$ cat config.mk
export PLATFORM = sky130hd
export DESIGN_NAME = multdiv_unit
export DESIGN_NICKNAME = d
export VERILOG_FILES = /design/src/rtl/multdiv_pkg.sv /design/src/rtl/multdiv_ctrl.sv /design/src/rtl/multdiv_unit.sv
export SDC_FILE = /design/constraint.sdc
export NUM_CORES = 1
export LEC_CHECK = 0
export BUFFER_PORTS_ARGS = -buffer_cell sky130_fd_sc_hd__buf_2
export CAP_MARGIN = 20
export CORE_ASPECT_RATIO = 1.1
export CORE_MARGIN = 3
export CORE_UTILIZATION = 30
export DETAILED_ROUTE_END_ITERATION = 12
export PLACE_DENSITY = 0.51
export SLEW_MARGIN = 20
export SYNTH_ARGS = -nofsm -noshare
export SYNTH_HDL_FRONTEND = slang
export SYNTH_HIERARCHICAL = 1
export SYNTH_SLANG_ARGS = --single-unit
$ cat constraint.sdc
create_clock -name clock -period 10.8 [get_ports clock]
set_input_delay 0 -clock clock [delete_from_list [all_inputs] [get_ports clock]]
set_output_delay 0 -clock clock [all_outputs]
set_load 0.05 [all_outputs]
$ cat src/rtl/multdiv_pkg.sv
// multdiv_pkg: shared operation and FSM state encodings for the iterative multiply/divide unit.
package multdiv_pkg;

    typedef enum logic {OP_MULT, OP_DIV} op_e;

    typedef enum logic [1:0] {IDLE, RUN, FIX, DONE} state_e;

endpackage

$ cat src/rtl/multdiv_ctrl.sv
// multdiv_ctrl: sequencing FSM and step counter for multdiv_unit.
// A strobe aborts the current operation and parks in IDLE with a pending go, so RUN starts one cycle after capture.
module multdiv_ctrl
    import multdiv_pkg::*;
#(
    parameter int WIDTH = 32
) (
    input  logic   clock,
    input  logic   reset_n,
    input  logic   start,
    output state_e state,
    output logic   busy,
    output logic   rdy
);

    localparam int CW = $clog2(WIDTH + 1);
    localparam logic [CW-1:0] LAST = CW'(WIDTH - 1);

    logic [CW-1:0] count;
    logic          go;

    always_ff @(posedge clock or negedge reset_n) begin
        if (!reset_n) begin
            state <= IDLE;
            count <= '0;
            go    <= 1'b0;
            busy  <= 1'b0;
            rdy   <= 1'b0;
        end else if (start) begin
            state <= IDLE;
            count <= '0;
            go    <= 1'b1;
            busy  <= 1'b0;
            rdy   <= 1'b0;
        end else begin
            go <= 1'b0;
            case (state)
                IDLE: if (go) begin
                    state <= RUN;
                    count <= '0;
                    busy  <= 1'b1;
                end
                RUN: begin
                    count <= count + CW'(1);
                    if (count == LAST) state <= FIX;
                end
                FIX: begin
                    state <= DONE;
                    busy  <= 1'b0;
                    rdy   <= 1'b1;
                end
                default: begin
                    state <= IDLE;
                    rdy   <= 1'b0;
                end
            endcase
        end
    end

endmodule

$ cat src/rtl/multdiv_unit.sv
// multdiv_unit: iterative WIDTH-step shift-add multiplier / restoring divider on operand magnitudes.
// Optional MULTDIV_REMAINDER_EN adds the data_remainder output.
module multdiv_unit
    import multdiv_pkg::*;
#(
    parameter int WIDTH = 32
) (
    input  logic             clock,
    input  logic             reset_n,
    input  logic [WIDTH-1:0] data_operandA,
    input  logic [WIDTH-1:0] data_operandB,
    input  logic             ctrl_MULT,
    input  logic             ctrl_DIV,
    input  logic             ctrl_signed,
    output logic [WIDTH-1:0] data_result,
    output logic             data_exception,
    output logic             data_resultRDY,
    output logic             busy
`ifdef MULTDIV_REMAINDER_EN
    ,
    output logic [WIDTH-1:0] data_remainder
`endif
);

    localparam int W = WIDTH;

    state_e         state;
    op_e            op;
    logic           start, is_div, sgn, neg_a, neg_b, div_zero, div_ovf;
    logic           in_neg_a, in_neg_b;
    logic [W-1:0]   in_mag_a, in_mag_b;
    logic [W-1:0]   hi, lo, mag_a, mag_b;
    logic [W:0]     x, y;
    logic [W+1:0]   sum;
    logic [2*W-1:0] prod_s;
    logic [W-1:0]   quot_s, rem_s;
    logic           mult_exc;

    assign start  = ctrl_MULT | ctrl_DIV;
    assign is_div = (op == OP_DIV);

    multdiv_ctrl #(.WIDTH(W)) u_ctrl (
        .clock   (clock),
        .reset_n (reset_n),
        .start   (start),
        .state   (state),
        .busy    (busy),
        .rdy     (data_resultRDY)
    );

    always_comb begin
        in_neg_a = ctrl_signed & data_operandA[W-1];
        in_neg_b = ctrl_signed & data_operandB[W-1];
        in_mag_a = in_neg_a ? -data_operandA : data_operandA;
        in_mag_b = in_neg_b ? -data_operandB : data_operandB;
        // Shared adder: mult adds the multiplicand to the high half, div subtracts the divisor from the shifted remainder.
        x        = is_div ? {hi, lo[W-1]} : {1'b0, hi};
        y        = is_div ? ~{1'b0, mag_b} : {1'b0, mag_a};
        sum      = {1'b0, x} + {1'b0, y} + (W+2)'(is_div);
        prod_s   = (sgn && (neg_a ^ neg_b)) ? -{hi, lo} : {hi, lo};
        quot_s   = (sgn && (neg_a ^ neg_b)) ? -lo : lo;
        rem_s    = (sgn && neg_a) ? -hi : hi;
        mult_exc = sgn ? (prod_s[2*W-1:W] != {W{prod_s[W-1]}}) : (|prod_s[2*W-1:W]);
    end

    always_ff @(posedge clock or negedge reset_n) begin
        if (!reset_n) begin
            op             <= OP_MULT;
            sgn            <= 1'b0;
            neg_a          <= 1'b0;
            neg_b          <= 1'b0;
            div_zero       <= 1'b0;
            div_ovf        <= 1'b0;
            mag_a          <= '0;
            mag_b          <= '0;
            hi             <= '0;
            lo             <= '0;
            data_result    <= '0;
            data_exception <= 1'b0;
`ifdef MULTDIV_REMAINDER_EN
            data_remainder <= '0;
`endif
        end else if (start) begin
            op       <= ctrl_MULT ? OP_MULT : OP_DIV;
            sgn      <= ctrl_signed;
            neg_a    <= in_neg_a;
            neg_b    <= in_neg_b;
            div_zero <= (data_operandB == '0);
            div_ovf  <= ctrl_signed && (data_operandA == {1'b1, {(W-1){1'b0}}}) && (&data_operandB);
            mag_a    <= in_mag_a;
            mag_b    <= in_mag_b;
            hi       <= '0;
            lo       <= ctrl_MULT ? in_mag_b : in_mag_a;
        end else if (state == RUN) begin
            {hi, lo} <= is_div
                ? (sum[W+1] ? {sum[W-1:0], lo[W-2:0], 1'b1} : {x[W-1:0], lo[W-2:0], 1'b0})
                : (lo[0] ? {sum[W:0], lo[W-1:1]} : {1'b0, hi, lo[W-1:1]});
        end else if (state == FIX) begin
            data_result    <= is_div ? (div_zero ? '0 : quot_s) : prod_s[W-1:0];
            data_exception <= is_div ? (div_zero | div_ovf) : mult_exc;
`ifdef MULTDIV_REMAINDER_EN
            data_remainder <= (is_div && !div_zero) ? rem_s : '0;
`endif
        end
    end

endmodule

==> results of run 1 <==
[state kept, by name, indices dropped and copies added (netlist names), 2 cells and up]
register	flops
data_result	32
hi	32
lo	32
mag_a	32
mag_b	32
u_ctrl/count	6
u_ctrl/state	2
[final cells by class]
| class | instances | area (µm²) | share of cell area [%] |
|---|---|---|---|
| diodes | 2 | 5.00 | 0.0309 |
| inverters | 27 | 104 | 0.641 |
| repair buffers | 175 | 1180 | 7.31 |
| clock buffers | 19 | 453 | 2.79 |
| multi-input cells | 1439 | 9060 | 55.9 |
| clock inverters | 13 | 145 | 0.895 |
| flip-flops and latches | 178 | 4460 | 27.5 |
| well taps | 637 | 797 | 4.92 |
[worst max-delay path by stage]
stage	cells past startpoint	end	startpoint
floorplan	19	hi[11]	is_div
global placement	14	hi[6]	is_div
detailed placement	14	hi[10]	is_div
CTS	14	hi[11]	is_div
global route	14	hi[4]	is_div
finish	14	hi[11]	is_div
[worst max-delay path, delay by kind of cell (launching register included)]
| kind | cells | cell delay [ns] |
|---|---|---|
| AOI/OAI and AO/OA | 9 | 2.74 |
| adders and majority gates | 1 | 0.24 |
| buffers and inverters | 2 | 1.25 |
| DFF | 1 | 0.71 |
| and+or+nand+nor | 2 | 0.50 |
[cells in the mapped netlist, drive strengths merged (18+ instances only)]
master	number	area, µm²
o22ai	21	131
ha	40	500
buf	33	189
a211oi	21	168
or3	21	133
inv	25	93.8
a21o	20	150
nand3	20	118
nor4	35	304
mux2i	23	230
dfrtp	178	4450
o21ai	117	586
nor2	261	980
clkbuf	103	467
mux2	41	462
nand2	154	581
nor2b	18	113
a21oi	202	1010
o31ai	25	206
a31oi	18	128
xnor2	83	727
nor3	48	252
nand4	26	184
xor2	62	543
[power by group through the flow]
| stage | Combinational [mW] | Clock (mW) | Sequential, mW |
|---|---|---|---|
| detailed placement | 0.837 | 0 | 0.887 |
| finish | 0.853 | 0.651 | 0.873 |
| floorplan | 0.462 | 0 | 0.990 |
| global placement | 0.832 | 0 | 0.884 |
| CTS | 0.854 | 0.664 | 0.873 |
| global route | 0.925 | 0.688 | 0.886 |
[per-layer routing]
| metal | vias up | GRT usage, % |
|---|---|---|
| met5 | - | 0 |
| met4 | 0 | 5.32 |
| met3 | 50 | 2.87 |
| met2 | 374 | 31.6 |
| met1 | 6579 | 28.2 |
| li1 | 6548 | - |
[layout by cell type (no fill, tap or decap), types with 24 or more instances in the layout]
| master | Yosys | routed |
|---|---|---|
| nand4_1 | 24 | 24 |
| a21oi_1 | 202 | 202 |
| dfrtp_1 | 178 | 177 |
| dlygate4sd3_1 | 0 | 49 |
| nor3_1 | 47 | 47 |
| nor4_1 | 27 | 27 |
| ha_1 | 40 | 40 |
| inv_1 | 25 | 24 |
| mux2_2 | 41 | 41 |
| xnor2_1 | 83 | 83 |
| nand2_1 | 153 | 153 |
| o21ai_0 | 113 | 113 |
| buf_2 | 6 | 102 |
| xor2_1 | 62 | 62 |
| nor2_1 | 261 | 259 |
[stage by stage]
step	instance area, µm²	total power, mW
2_1_floorplan	14300	1.45
3_3_place_gp	15100	1.72
3_5_place_dp	15100	1.72
4_1_cts	16200	2.39
5_1_grt	16200	2.50
6_report	16200	2.38
[repair_timing]
| action | 4_1_cts | 5_1_grt |
|---|---|---|
| hold endpoints to repair | 154 | 0 |
| gates resized for setup | 0 | 0 |
| setup endpoints to repair | 0 | 0 |
| hold buffers | 49 | 0 |
[cells by family (layout without fill, tap and decap cells)]
| kind of cell | Yosys count | count (layout) |
|---|---|---|
| AND/OR/NAND/NOR | 650 | 650 |
| AO/OA/AOI/OAI | 538 | 538 |
| flip-flops | 178 | 178 |
| buffers and inverters | 164 | 234 |
| XOR/XNOR | 145 | 145 |
| multiplexers | 64 | 64 |
| adder cells (fa/ha/maj) | 42 | 42 |
| other | 0 | 2 |
==> reports/qor.yml, run 1 <==
critical_path:
  critPathMaxStageDelay_ns: 0.75
  cp_max_fo: 75
  required_ns: 11.15
  reg2reg_setup_slack_ns: 5.19
  r2r_start: "is_div"
  crit_chain: "buf_4, inv_1, a21oi_1, fa_1, nor2b_1, o311ai_1, a211oi_1, a211o_1, a2111o_1, a31oi_4, nand2_2, o221ai_1, a21oi_1, a21o_1"
  crit_top_cell: "a21oi_1"
  ff2ff_path_depth: 14
  critical_path_class: "reg2reg"
  reg2reg_to: "hi[11]"
  critPathSlowestCell: "buf_4"
  critPathCaptureType: "flop"
  critical_path_arrival_ns: 5.96
  critPathLaunchType: "flop"
route:
  drt-wirelength-per-cell_um: 20.4
  highest_layer: "met4"
  ant_nets: 0
  viasPerCell: 5.44
  drc: 0
  dr.pass1.iters: 5
  met3_length_mm: 2.33
  drt_iter0_drc: 1072
  drt-met1-wl_mm: 24.1
  met2WireLength_mm: 23.3
  wirelength_mm: 50.8
  vias: 13600
sta:
  relSlewSlack_pct: 33.3
  hold_viol: 0
  fmax_ghz: 0.178
  fin_ws_ns: 5.19
  tns_ns: 0
  layout_worst_path_cycle_share_pct: 51.9
  whs_ns: 0.0118
  rsz0062_at_grt: "false"
  post-route-min-period_ns: 5.61
  setup_viol: 0
  final.setup_skew_ns: 0.0137
  maxSlewViolCount: 0
  worst_pin_slew_ns: 1.00
placement:
  dp_hpwl_mm: 38.0
  io_buffers: 103
  place_congestion: 0.858
  placed_cells: 2406
  pre_cts_slack_ns: 5.24
synth:
  synthCells: 1781
  synth_fa_ha_area_share_pct: 3.79
  seq_area_frac_synth_pct: 31.2
  synth-xor-area-share_pct: 8.90
  synth_area_mm2: 0.0143
  synth_top_family_by_area: "compound AO/OA/AOI/OAI gates"
  syn_area_per_cell_um2: 8.01
  synth-seq-cells: 178
  synthDistinctLibCells: 98
  synth_compound_area_share_pct: 23.8
  yosys_warnings: 6
  synth_edf_count: 0
  synth_nets: 1892
  yosys.area_share.simple_pct: 22.1
  synth_async_sr_flop_share_pct: 100
  synthMuxAreaShare_pct: 4.85
  synth_ff_type: "dfrtp_1"
floorplanning:
  die_h_um: 235
  initial_core_util_pct: 30.5
  die_area_mm2: 0.0502
  fp.dieW_um: 214
  core_area_mm2: 0.0468
  ioPinCount: 104
  rows: 83
worst_hold_path:
  whs_path_depth: 3
  min_to: "mag_b[10]"
  hp-class: "in2reg"
  min_from: "data_operandB[10]"
global_route:
  antenna_found_initial: 2
  grt_max_degree: 104
  overflow: 0
  grt_pass1_wl_mm: 78.8
  grt_usage_pct: 19.8
  grt_pass1_vias: 12900
pwr:
  p_comb_share_pct: 35.9
  p_sw_share_pct: 41.9
  p_leak_nw: 6.67
  switchingPower_mw: 0.996
  pwr-share-seq_pct: 36.7
  clkPwrFrac_pct: 27.4
  powerDensity_mw_per_mm2: 147
  p_int_mw: 1.38
  ir_drop_mv: 0.0838
clock_network:
  cts_tree: "built"
  cts-buffers-inserted: 17
  cts_buffer_depth: 2
  path_clk_slew_ns: 0.08
  clk_latency_ns: 0.46
  cts_setup_buffers: 0
  cts-root-buf: "clkbuf_16"
  numClockSinks: 178
  h-tree-depth: 4
cells_and_area:
  utilization_pct: 34.6
  nets: 1949
  areaGrowthSynthToFinish_pct: 13.6
  drive_above_1_share_pct: 13.1
  fin_cells: 2490
  fillers: 4902
job:
  maxCapViolCount: 0
status:
  status: "finished, final reports clean"
Note: power is estimated with default switching activity, not from simulation.
==> run 2: changes to the inputs <==
Settings changed: PLACE_DENSITY 0.51 to 0.53.
Clock period 10.8 ns to 5.05 ns, I/O delays scaled along.
==> run 2 against run 1 <==
Utilization hardly changed. Critical endpoint is now hi[4]. Via count is 2.1% higher. Global-route usage is 0.47 points lower. Sequential cell count stayed put. Clock power is 120% higher. Worst setup slack worse by 4.7 ns. Combinational power is 120% higher. Worst hold slack better by 0.0051 ns.
==> reports/qor.yml, run 2 (synthesized netlist as in run 1, its figures left out) <==
route:
  dr.pass1.iters: 6  # +1
  drt_iter0_drc: 957  # -11%
  vias: 13800  # +2.1%
  drc: 0  # unchanged
  drt-wirelength-per-cell_um: 20.1  # -1.5%
  wirelength_mm: 50.0  # -1.6%
  ant_nets: 0  # unchanged
  viasPerCell: 5.56  # +2.2%
sta:
  relSlewSlack_pct: 19.2  # -14 points
  tns_ns: 0  # unchanged
  fmax_ghz: 0.221  # +24%
  fin_ws_ns: 0.534  # -4.66 ns
  final.setup_skew_ns: 0.0157  # +0.00196 ns
  setup_viol: 0  # unchanged
  layout_worst_path_cycle_share_pct: 89.4  # +37 points
  post-route-min-period_ns: 4.52  # -1.09 ns
  maxSlewViolCount: 0  # unchanged
  hold_viol: 0  # unchanged
  rsz0062_at_grt: "false"
  worst_pin_slew_ns: 1.21  # +0.209 ns
cells_and_area:
  layout_common_cells: "nor2_1 (259), a21oi_1 (202), dfrtp_1 (177)"
  utilization_pct: 34.6  # about the same
  final_common_cell: "nor2_1"
  nets: 1950  # +0.051%
  diodes: 0  # -2
  drive_above_1_share_pct: 13.7  # +0.55 points
  areaGrowthSynthToFinish_pct: 13.5  # about the same
pwr:
  ir_drop_mv: 0.237  # +180%
  powerDensity_mw_per_mm2: 315  # +120%
  p_leak_nw: 6.69  # +0.18%
clock_network:
  clk_latency_ns: 0.45  # about the same
  h-tree-depth: 4  # unchanged
  path_clk_slew_ns: 0.07  # about the same
  cts_buffer_depth: 2  # unchanged
  cts-buffers-inserted: 17  # unchanged
  cts-root-buf: "clkbuf_16"
  numClockSinks: 178  # unchanged
  cts_tree: "built"
global_route:
  grt_pass1_vias: 13300  # +2.9%
  grt_pass1_wl_mm: 77.7  # -1.4%
  overflow: 0  # unchanged
  grt_max_degree: 101  # -2.9%
  antenna_found_initial: 0  # -2
  grt_usage_pct: 19.4  # -0.47 points
floorplanning:
  die_h_um: 235  # unchanged
  core_area_mm2: 0.0468  # unchanged
  fp.dieW_um: 214  # unchanged
  ioPinCount: 104  # unchanged
  rows: 83  # unchanged
  initial_core_util_pct: 30.5  # unchanged
  die_area_mm2: 0.0502  # unchanged
critical_path:
  critPathLaunchType: "flop"
  required_ns: 5.39  # -5.76 ns
  cp_max_fo: 58  # -23%
  critical_path_class: "reg2reg"
  critical_path_arrival_ns: 4.85  # -1.11 ns
  critPathCaptureType: "flop"
  reg2reg_setup_slack_ns: 0.53  # -4.66 ns
placement:
  place_congestion: 0.933  # +8.8%
  io_buffers: 103  # unchanged
  pre_cts_slack_ns: 0.611  # -4.63 ns
  dp_hpwl_mm: 38.3  # +0.78%
job:
  maxCapViolCount: 0  # unchanged
worst_hold_path:
  hp-class: "in2reg"
status:
  status: "finished, final reports clean"
[run 2: cell types whose count changed in the layout (fill, tap and decap cells not counted), moves of 2 or more]
cell,before,now
buf_12,0,2
buf_4,22,35
bufinv_16,1,3
clkbuf_8,3,1
diode_2,2,0
dlygate4sd3_1,49,36
inv_6,4,1
inv_8,3,1
[run 2: what timing repair did]
item                       4_1_cts  5_1_grt
buffers inserted                 0        0
setup endpoints to repair        0        0
hold buffers                    36        0
hold endpoints to repair       111        0
gates resized for setup          0        0
[run 2: routing by layer]
metal / vias to the layer above / part of all wire [%] / track usage, %
li1: 6555 / - / -
met1: 6723 / 45 / 26.2
met2: 480 / 47 / 32.2
met3: 71 / 5.9 / 2.75
met4: 0 / 2.5 / 5.68
met5: - / 0 / 0
[run 2: final timing paths]
check	startpoint	endpoint	cells after the start
worst max-delay path	is_div	hi[4]	13
worst min-delay path	data_operandA[16]	mag_a[16]	3
worst max register to register	is_div	hi[4]	13
worst min register to register	data_result[23]	data_result[23]	2
max in group asynchronous	reset_n	mag_b[26]	3
min in group asynchronous	reset_n	u_ctrl/count[0]	2
[run 2: worst max-delay path, stage by stage, from the launching register on]
cell,delay (ns)
dfrtp_4,0.76
buf_12,0.33
mux2i_1,0.27
fa_1,0.26
nor2b_1,0.08
o311ai_1,0.49
a211oi_1,0.16
a211o_1,0.39
a2111o_1,0.51
a31oi_4,0.22
nand2_2,0.34
o221ai_1,0.32
a21oi_1,0.07
a21o_1,0.18
[run 2: report_power, final]
part	switching, mW	internal (mW)	leakage [nW]	total (mW)
logic	1.24	0.602	4.19	1.84
clock network	0.617	0.794	0.287	1.41
registers	0.225	1.63	2.21	1.86
total	2.08	3.03	6.69	5.11
[run 2: stage by stage]
| step | instance area, µm² | std cells | hold WS [ns] | power, mW |
|---|---|---|---|---|
| detailed placement | 15200 | 2421 | 0.104 | 3.70 |
| floorplan | 14300 | 1781 | -0.296 | 3.10 |
| global placement | 15200 | 2421 | 0.105 | 3.68 |
| global route | 16200 | 2487 | 0.0141 | 5.38 |
| finish | 16200 | 2487 | 0.0169 | 5.11 |
| CTS | 16200 | 2487 | 0.00122 | 5.14 |
[run 2: cell type report]
| type | count | area (µm²) |
|---|---|---|
| multi-input cells | 1439 | 9060 |
| repair buffers | 176 | 1180 |
| fillers | 4949 | 30600 |
| inverters | 27 | 104 |
| clock buffers | 19 | 443 |
| clock inverters | 11 | 156 |
| well taps | 637 | 797 |
| flip-flops and latches | 178 | 4460 |
